### src/rtl/branch_resolve_unit.sv
// rtl/branch_resolve_unit.sv - EX-stage branch resolution, predictor training and mispredict flush
// Optional statistics counters are built when BRU_STATS_EN is defined.
module branch_resolve_unit #(
  parameter int DEPTH        = 4,
  parameter int FLUSH_CYCLES = 2
) (
  input  logic                       clk,
  input  logic                       Reset,
  input  logic                       pred_valid,
  output logic                       enq_ready,
  input  logic                       pred_choose_G,
  input  logic                       pred_G_taken,
  input  logic                       pred_L_taken,
  input  logic [31:0]                pred_G_target,
  input  logic [31:0]                pred_L_target,
  input  logic [31:0]                pred_fallthrough,
  input  logic [4:0]                 pred_index,
  input  logic [4:0]                 pred_GHPT_index,
  input  logic [4:0]                 pred_G_BTB_index,
  input  logic [4:0]                 pred_GHR,
  input  logic [3:0]                 pred_LHR_index,
  input  logic [3:0]                 pred_LHPT_index,
  input  logic [3:0]                 pred_L_BTB_index,
  input  logic                       res_valid,
  input  logic                       res_taken,
  input  logic [31:0]                res_target,
  output logic                       upd_valid,
  output logic                       upd_choose_G,
  output logic                       upd_G_correct,
  output logic                       upd_L_correct,
  output logic                       upd_taken,
  output logic [31:0]                upd_target,
  output logic [4:0]                 upd_index,
  output logic [4:0]                 upd_GHPT_index,
  output logic [4:0]                 upd_G_BTB_index,
  output logic [4:0]                 upd_GHR,
  output logic [3:0]                 upd_LHR_index,
  output logic [3:0]                 upd_LHPT_index,
  output logic [3:0]                 upd_L_BTB_index,
  output logic                       flush,
  output logic [31:0]                redirect_pc,
  output logic [$clog2(DEPTH):0]     fifo_count,
  output logic                       err_underflow,
  output logic [31:0]                stat_branches,
  output logic [31:0]                stat_mispredicts
);

  localparam int PW = $clog2(DEPTH);
  localparam int CW = PW + 1;
  localparam int FW = (FLUSH_CYCLES > 1) ? $clog2(FLUSH_CYCLES) : 1;

  typedef struct packed {
    logic        choose_G;
    logic        G_taken;
    logic        L_taken;
    logic [31:0] G_target;
    logic [31:0] L_target;
    logic [31:0] fallthrough;
    logic [4:0]  index;
    logic [4:0]  GHPT_index;
    logic [4:0]  G_BTB_index;
    logic [4:0]  GHR;
    logic [3:0]  LHR_index;
    logic [3:0]  LHPT_index;
    logic [3:0]  L_BTB_index;
  } entry_t;

  typedef enum logic {RUN, FLUSH} state_t;

  entry_t          mem [DEPTH];
  entry_t          wr_entry;
  entry_t          head;
  logic [PW-1:0]   wr_ptr;
  logic [PW-1:0]   rd_ptr;
  logic [CW-1:0]   count;
  logic [FW-1:0]   fcnt;
  state_t          state;

  logic enq, pop, ct, g_ok, l_ok, mispredict;
  logic [31:0] tgt;

  assign wr_entry = '{choose_G: pred_choose_G, G_taken: pred_G_taken, L_taken: pred_L_taken,
                      G_target: pred_G_target, L_target: pred_L_target,
                      fallthrough: pred_fallthrough, index: pred_index,
                      GHPT_index: pred_GHPT_index, G_BTB_index: pred_G_BTB_index,
                      GHR: pred_GHR, LHR_index: pred_LHR_index,
                      LHPT_index: pred_LHPT_index, L_BTB_index: pred_L_BTB_index};

  assign head       = mem[rd_ptr];
  assign enq_ready  = (count != CW'(DEPTH)) && (state == RUN);
  assign enq        = pred_valid && enq_ready;
  assign pop        = res_valid && (count != '0) && (state == RUN);
  assign fifo_count = count;

  assign ct         = head.choose_G ? head.G_taken  : head.L_taken;
  assign tgt        = head.choose_G ? head.G_target : head.L_target;
  assign g_ok       = (head.G_taken == res_taken) && (!res_taken || head.G_target == res_target);
  assign l_ok       = (head.L_taken == res_taken) && (!res_taken || head.L_target == res_target);
  assign mispredict = (ct != res_taken) || (res_taken && tgt != res_target);

  // Storage needs no reset; validity is tracked by the pointers and count.
  always_ff @(posedge clk) begin
    if (enq)
      mem[wr_ptr] <= wr_entry;
  end

  always_ff @(posedge clk or posedge Reset) begin
    if (Reset) begin
      state           <= RUN;
      fcnt            <= '0;
      wr_ptr          <= '0;
      rd_ptr          <= '0;
      count           <= '0;
      flush           <= 1'b0;
      redirect_pc     <= '0;
      err_underflow   <= 1'b0;
      upd_valid       <= 1'b0;
      upd_choose_G    <= 1'b0;
      upd_G_correct   <= 1'b0;
      upd_L_correct   <= 1'b0;
      upd_taken       <= 1'b0;
      upd_target      <= '0;
      upd_index       <= '0;
      upd_GHPT_index  <= '0;
      upd_G_BTB_index <= '0;
      upd_GHR         <= '0;
      upd_LHR_index   <= '0;
      upd_LHPT_index  <= '0;
      upd_L_BTB_index <= '0;
    end else begin
      upd_valid <= pop;
      if (pop) begin
        upd_choose_G    <= head.choose_G;
        upd_G_correct   <= g_ok;
        upd_L_correct   <= l_ok;
        upd_taken       <= res_taken;
        upd_target      <= res_target;
        upd_index       <= head.index;
        upd_GHPT_index  <= head.GHPT_index;
        upd_G_BTB_index <= head.G_BTB_index;
        upd_GHR         <= head.GHR;
        upd_LHR_index   <= head.LHR_index;
        upd_LHPT_index  <= head.LHPT_index;
        upd_L_BTB_index <= head.L_BTB_index;
      end
      case (state)
        RUN: begin
          if (res_valid && count == '0)
            err_underflow <= 1'b1;
          if (pop && mispredict) begin
            // Everything younger than the mispredicted branch is wrong-path: drop it all.
            state       <= FLUSH;
            fcnt        <= FW'(FLUSH_CYCLES - 1);
            wr_ptr      <= '0;
            rd_ptr      <= '0;
            count       <= '0;
            flush       <= 1'b1;
            redirect_pc <= res_taken ? res_target : head.fallthrough;
          end else begin
            if (enq) wr_ptr <= wr_ptr + 1'b1;
            if (pop) rd_ptr <= rd_ptr + 1'b1;
            count <= count + CW'(enq) - CW'(pop);
          end
        end
        FLUSH: begin
          if (fcnt == '0) begin
            state <= RUN;
            flush <= 1'b0;
          end else begin
            fcnt <= fcnt - 1'b1;
          end
        end
        default: state <= RUN;
      endcase
    end
  end

`ifdef BRU_STATS_EN
  always_ff @(posedge clk or posedge Reset) begin
    if (Reset) begin
      stat_branches    <= '0;
      stat_mispredicts <= '0;
    end else if (pop) begin
      if (stat_branches != 32'hFFFF_FFFF)
        stat_branches <= stat_branches + 32'd1;
      if (mispredict && stat_mispredicts != 32'hFFFF_FFFF)
        stat_mispredicts <= stat_mispredicts + 32'd1;
    end
  end
`else
  assign stat_branches    = 32'd0;
  assign stat_mispredicts = 32'd0;
`endif

endmodule
### config.mk
export PLATFORM = sky130hd
export DESIGN_NAME = branch_resolve_unit
export DESIGN_NICKNAME = d
export VERILOG_FILES = /design/src/rtl/branch_resolve_unit.sv
export SDC_FILE = /design/constraint.sdc
export NUM_CORES = 1
export LEC_CHECK = 0
export ABC_AREA = 1
export CORE_UTILIZATION = 60
export DETAILED_ROUTE_END_ITERATION = 16
export GPL_TIMING_DRIVEN = 0
export PLACE_DENSITY = 0.86
export SLEW_MARGIN = 20
export SYNTH_ARGS = -nofsm -noshare
export SYNTH_HDL_FRONTEND = slang
export SYNTH_SLANG_ARGS = --single-unit
### constraint.sdc
create_clock -name clk -period 16.1 [get_ports clk]
set_clock_uncertainty 0.1 [all_clocks]
set_input_delay 4.025 -clock clk [delete_from_list [all_inputs] [get_ports clk]]
set_output_delay 4.025 -clock clk [all_outputs]
set_load 0.005 [all_outputs]
==> metrics <==
Setup CP Type=primary input to flip-flop; final hold vios=0; share of the synthesized area in the top cell type=0.5979; slew margin rel.=0.3708; Post-Place Setup Slack=approximately 8.4 ns; Hold Crit Class=flip-flop to flip-flop; std cell rows=76; WHS=between 0.3 and 0.4 ns; Layout area overhead=24.24%; Nets=a little under 3000; final worst-path cycle share=0.4525; Synth Cell Area=around 26000 µm²; GR Overflow Total=0; post-DR wirelength/cell=around 24 µm; Internal Pwr Total=3.712 mW; final slew viol count=0; Yosys cell types=36; clock buffer depth=3; Post-CTS Setup Bufs=0; initial antenna violation count=9; reg2reg path depth=13; largest net degree at the start of global routing=69; Switching Share=0.3747; # setup viols final=0; # IOs=~340; slowest CP cell=clkbuf_1; Post-Route WL=81820 µm; final setup TNS=0 ns; critical path fanouts, max=11; prevailing post-synth register cell=edfxtp_1; WP data required=approximately 17 ns; status=complete, no violations; Worst path max stage delay=around 0.6 ns; Post-Route Utilization=0.7574; Peak Freq=~140 MHz; Post-DP HPWL=~57000 µm; routability cong.=0.9773; I/O Buffers=roughly 270; total power=slightly below 6 mW; Core ar.=between 40000 and 50000 µm²; hold path depth=2; die area=around 45000 µm²; Post-DRT Antenna Nets=0; worst skew pair latency=0.65 ns; Starting Density=0.6096; YS warnings=0; average footprint of a synthesized cell=roughly 11 µm²; DRT Pass-1 Iters=6; CP Capture Type=flip-flop; first-pass GRT wire length=between 100000 and 150000 µm; Mapped Cells=approximately 2300; Post-synth EDFFs=524; depth of the CTS H-tree=2; max cap viols=0; unrepaired setup endpoints after global routing=no; Leak=between 10 and 15 nW; GRT Total Usage=0.3656; die height=between 200 and 250 µm; P_sw=2.224 mW; via count of the routed design=20495; Synth Area in Compound Gates=0.07146; xor and xnor area share after synthesis=0.007321; vias in the first global route=~20000; register share of total power=0.392; Worst VDD drop=about 110 µV; Worst Setup Slack, final=between 8 and 9 ns; synthesized flop and latch total=636; clock transition at the registers of the reported paths=0.06 ns; Power Density=181.6 nW/µm²; TritonCTS clock tree=yes; largest family of logic cells by synthesized area=simple AND/OR/NAND/NOR gates; Clock Root Buffer=clkbuf_16; post_cts resized=0; cts hold-fix bufs=0; mux share of post-synthesis cell area=0; Synth area leaders=edfxtp_1, dfrtp_1, nand2_1; DRC viols=0; Num CTS Buffers=between 50 and 60; simple-gate share of the synthesized area=0.1644; worst path arrival time=between 7 and 8 ns; Slew @ Worst Pin=0.9438 ns; Die W=between 200 and 250 µm; CTS Sinks=~640; combinational power share=0.377; startpoint class of the critical path=primary input; adder-cell area share of the yosys netlist=0.003613; Seq/Total Area, Yosys=0.7044; crit-path cells=clkdlybuf4s50_1, inv_1, nor2_1, o21ai_0, inv_1, clkbuf_1, clkbuf_1, ha_1, inv_1, ha_1, inv_1, fa_1, xnor2_1, nand3_1, nand2_1; Clock power frac=0.232; layout cell share with drive strength beyond 1=0.08685; cell mode on critical path=inv_1; fraction of registers with async set/reset=0.1761; fillcell total=~2700; top cell type by total area after synthesis=edfxtp_1; Initial DRC Count=approximately 2600; vias per cell=6.003; Final Critical Period=~7.3 ns
## critical path, delay by kind of cell
| family | cells | cell delay, ns |
|---|---|---|
| buffers and inverters | 7 | 2.00 |
| AOI/OAI and AO/OA | 1 | 0.23 |
| and+or+nand+nor | 3 | 0.37 |
| adders and majority gates | 3 | 0.90 |
| xor gates and xnor gates | 1 | 0.21 |
## cell type report
type	instances	area, µm²	share of cell area
sequential	636	18540	0.5670
multi-input combinational	1512	6766	0.2069
timing repair buffer	303	3438	0.1052
clock buffer	87	1703	0.05208
buffer	185	1006	0.03077
tap	585	732.0	0.02239
inverter	73	279.0	0.008534
clock inverter	25	214.0	0.006544
antenna	8	20.02	0.0006123
## power by group through the flow
| stage | combinational [mW] | sequential [mW] | clock, mW |
|---|---|---|---|
| 2_1_floorplan | 1.14 | 2.36 | 0 |
| 3_3_place_gp | 1.98 | 2.43 | 0 |
| 3_5_place_dp | 2.16 | 2.35 | 0 |
| 4_1_cts | 2.19 | 2.32 | 1.37 |
| 5_1_grt | 2.40 | 2.35 | 1.44 |
| 6_report | 2.24 | 2.33 | 1.37 |
## metal layers
| layer | wire (µm) | global-route usage | up-vias |
|---|---|---|---|
| met5 | 27 | 0 | - |
| met4 | 4097 | 0.1742 | 4 |
| met3 | 9491 | 0.07358 | 252 |
| met2 | 39050 | 0.5926 | 1585 |
| met1 | 29150 | 0.4769 | 9788 |
| li1 | - | - | 8866 |
## cell usage after synthesis (2+ instances only)
library cell  number
o21ai_1            7
ha_1               6
dfrtp_1          112
nor3_1             3
nand2_1          632
o211ai_1           2
nor4_1             2
inv_1             72
xor2_1            21
buf_1              9
o221ai_1          32
nor2_1           277
buf_2             47
o22ai_1           11
nand3_1          161
a211oi_1           4
nand4_1           10
a21oi_1            6
o2bb2ai_1          2
edfxtp_1         524
clkbuf_1          61
o21ai_0          230
or2_2              2
a31oi_1           32
buf_4             67
## through the flow
stage / area (µm²) / std cells
after floorplan: 26550 / 2406
after global placement: 30030 / 3265
after detailed placement: 30760 / 3294
after CTS: 32680 / 3406
after global routing: 32690 / 3410
final: 32700 / 3414
## final timing paths
check	startpoint	end	slack (ns)
worst max-delay path	res_valid	fifo_count[2]$_DFFE_PP0N_	8.81
worst min-delay path	redirect_pc[17]$_DFFE_PP0P_	redirect_pc[17]$_DFFE_PP0P_	0.38
worst max register to register	state$_DFF_PP0_	fifo_count[2]$_DFFE_PP0N_	12.20
worst min register to register	redirect_pc[17]$_DFFE_PP0P_	redirect_pc[17]$_DFFE_PP0P_	0.38
max in group asynchronous	Reset	upd_target[1]$_DFFE_PP0P_	11.39
min in group asynchronous	Reset	upd_G_BTB_index[0]$_DFFE_PP0P_	3.80
## sequential cells by signal, summed over array words and instances (netlist names), 2 cells and up
signal	cells
upd_LHPT_index	4
upd_GHR	5
redirect_pc	32
upd_target	32
mem	524
wr_ptr	2
upd_GHPT_index	5
upd_index	5
rd_ptr	2
fifo_count	3
upd_G_BTB_index	5
upd_LHR_index	4
upd_L_BTB_index	4
## cell families (layout without fill, tap and decap cells)
| logic type | after synthesis | count (layout) |
|---|---|---|
| buffers and inverters | 258 | 673 |
| AOI/OAI and AO/OA | 331 | 331 |
| DFF | 636 | 636 |
| adders and majority gates | 7 | 7 |
| other | 1 | 72 |
| xor gates and xnor gates | 22 | 22 |
| and+or+nand+nor | 1088 | 1088 |
## placed cells by master (no fill, tap or decap), types with 8 or more instances in the layout
cell type          n
nand2_1          632
edfxtp_1         524
clkdlybuf4s50_1  274
nor2_1           273
o21ai_0          230
nand3_1          161
dfrtp_1          112
clkbuf_1          78
inv_1             71
buf_4             67
conb_1            64
clkbuf_16         60
buf_2             47
o221ai_1          32
a31oi_1           32
xor2_1            21
buf_16            16
clkinv_2          14
buf_12            12
o22ai_1           11
nand4_1           10
clkbuf_8          10
buf_1              9
diode_2            8
Note: power is estimated with default switching activity, not from simulation.
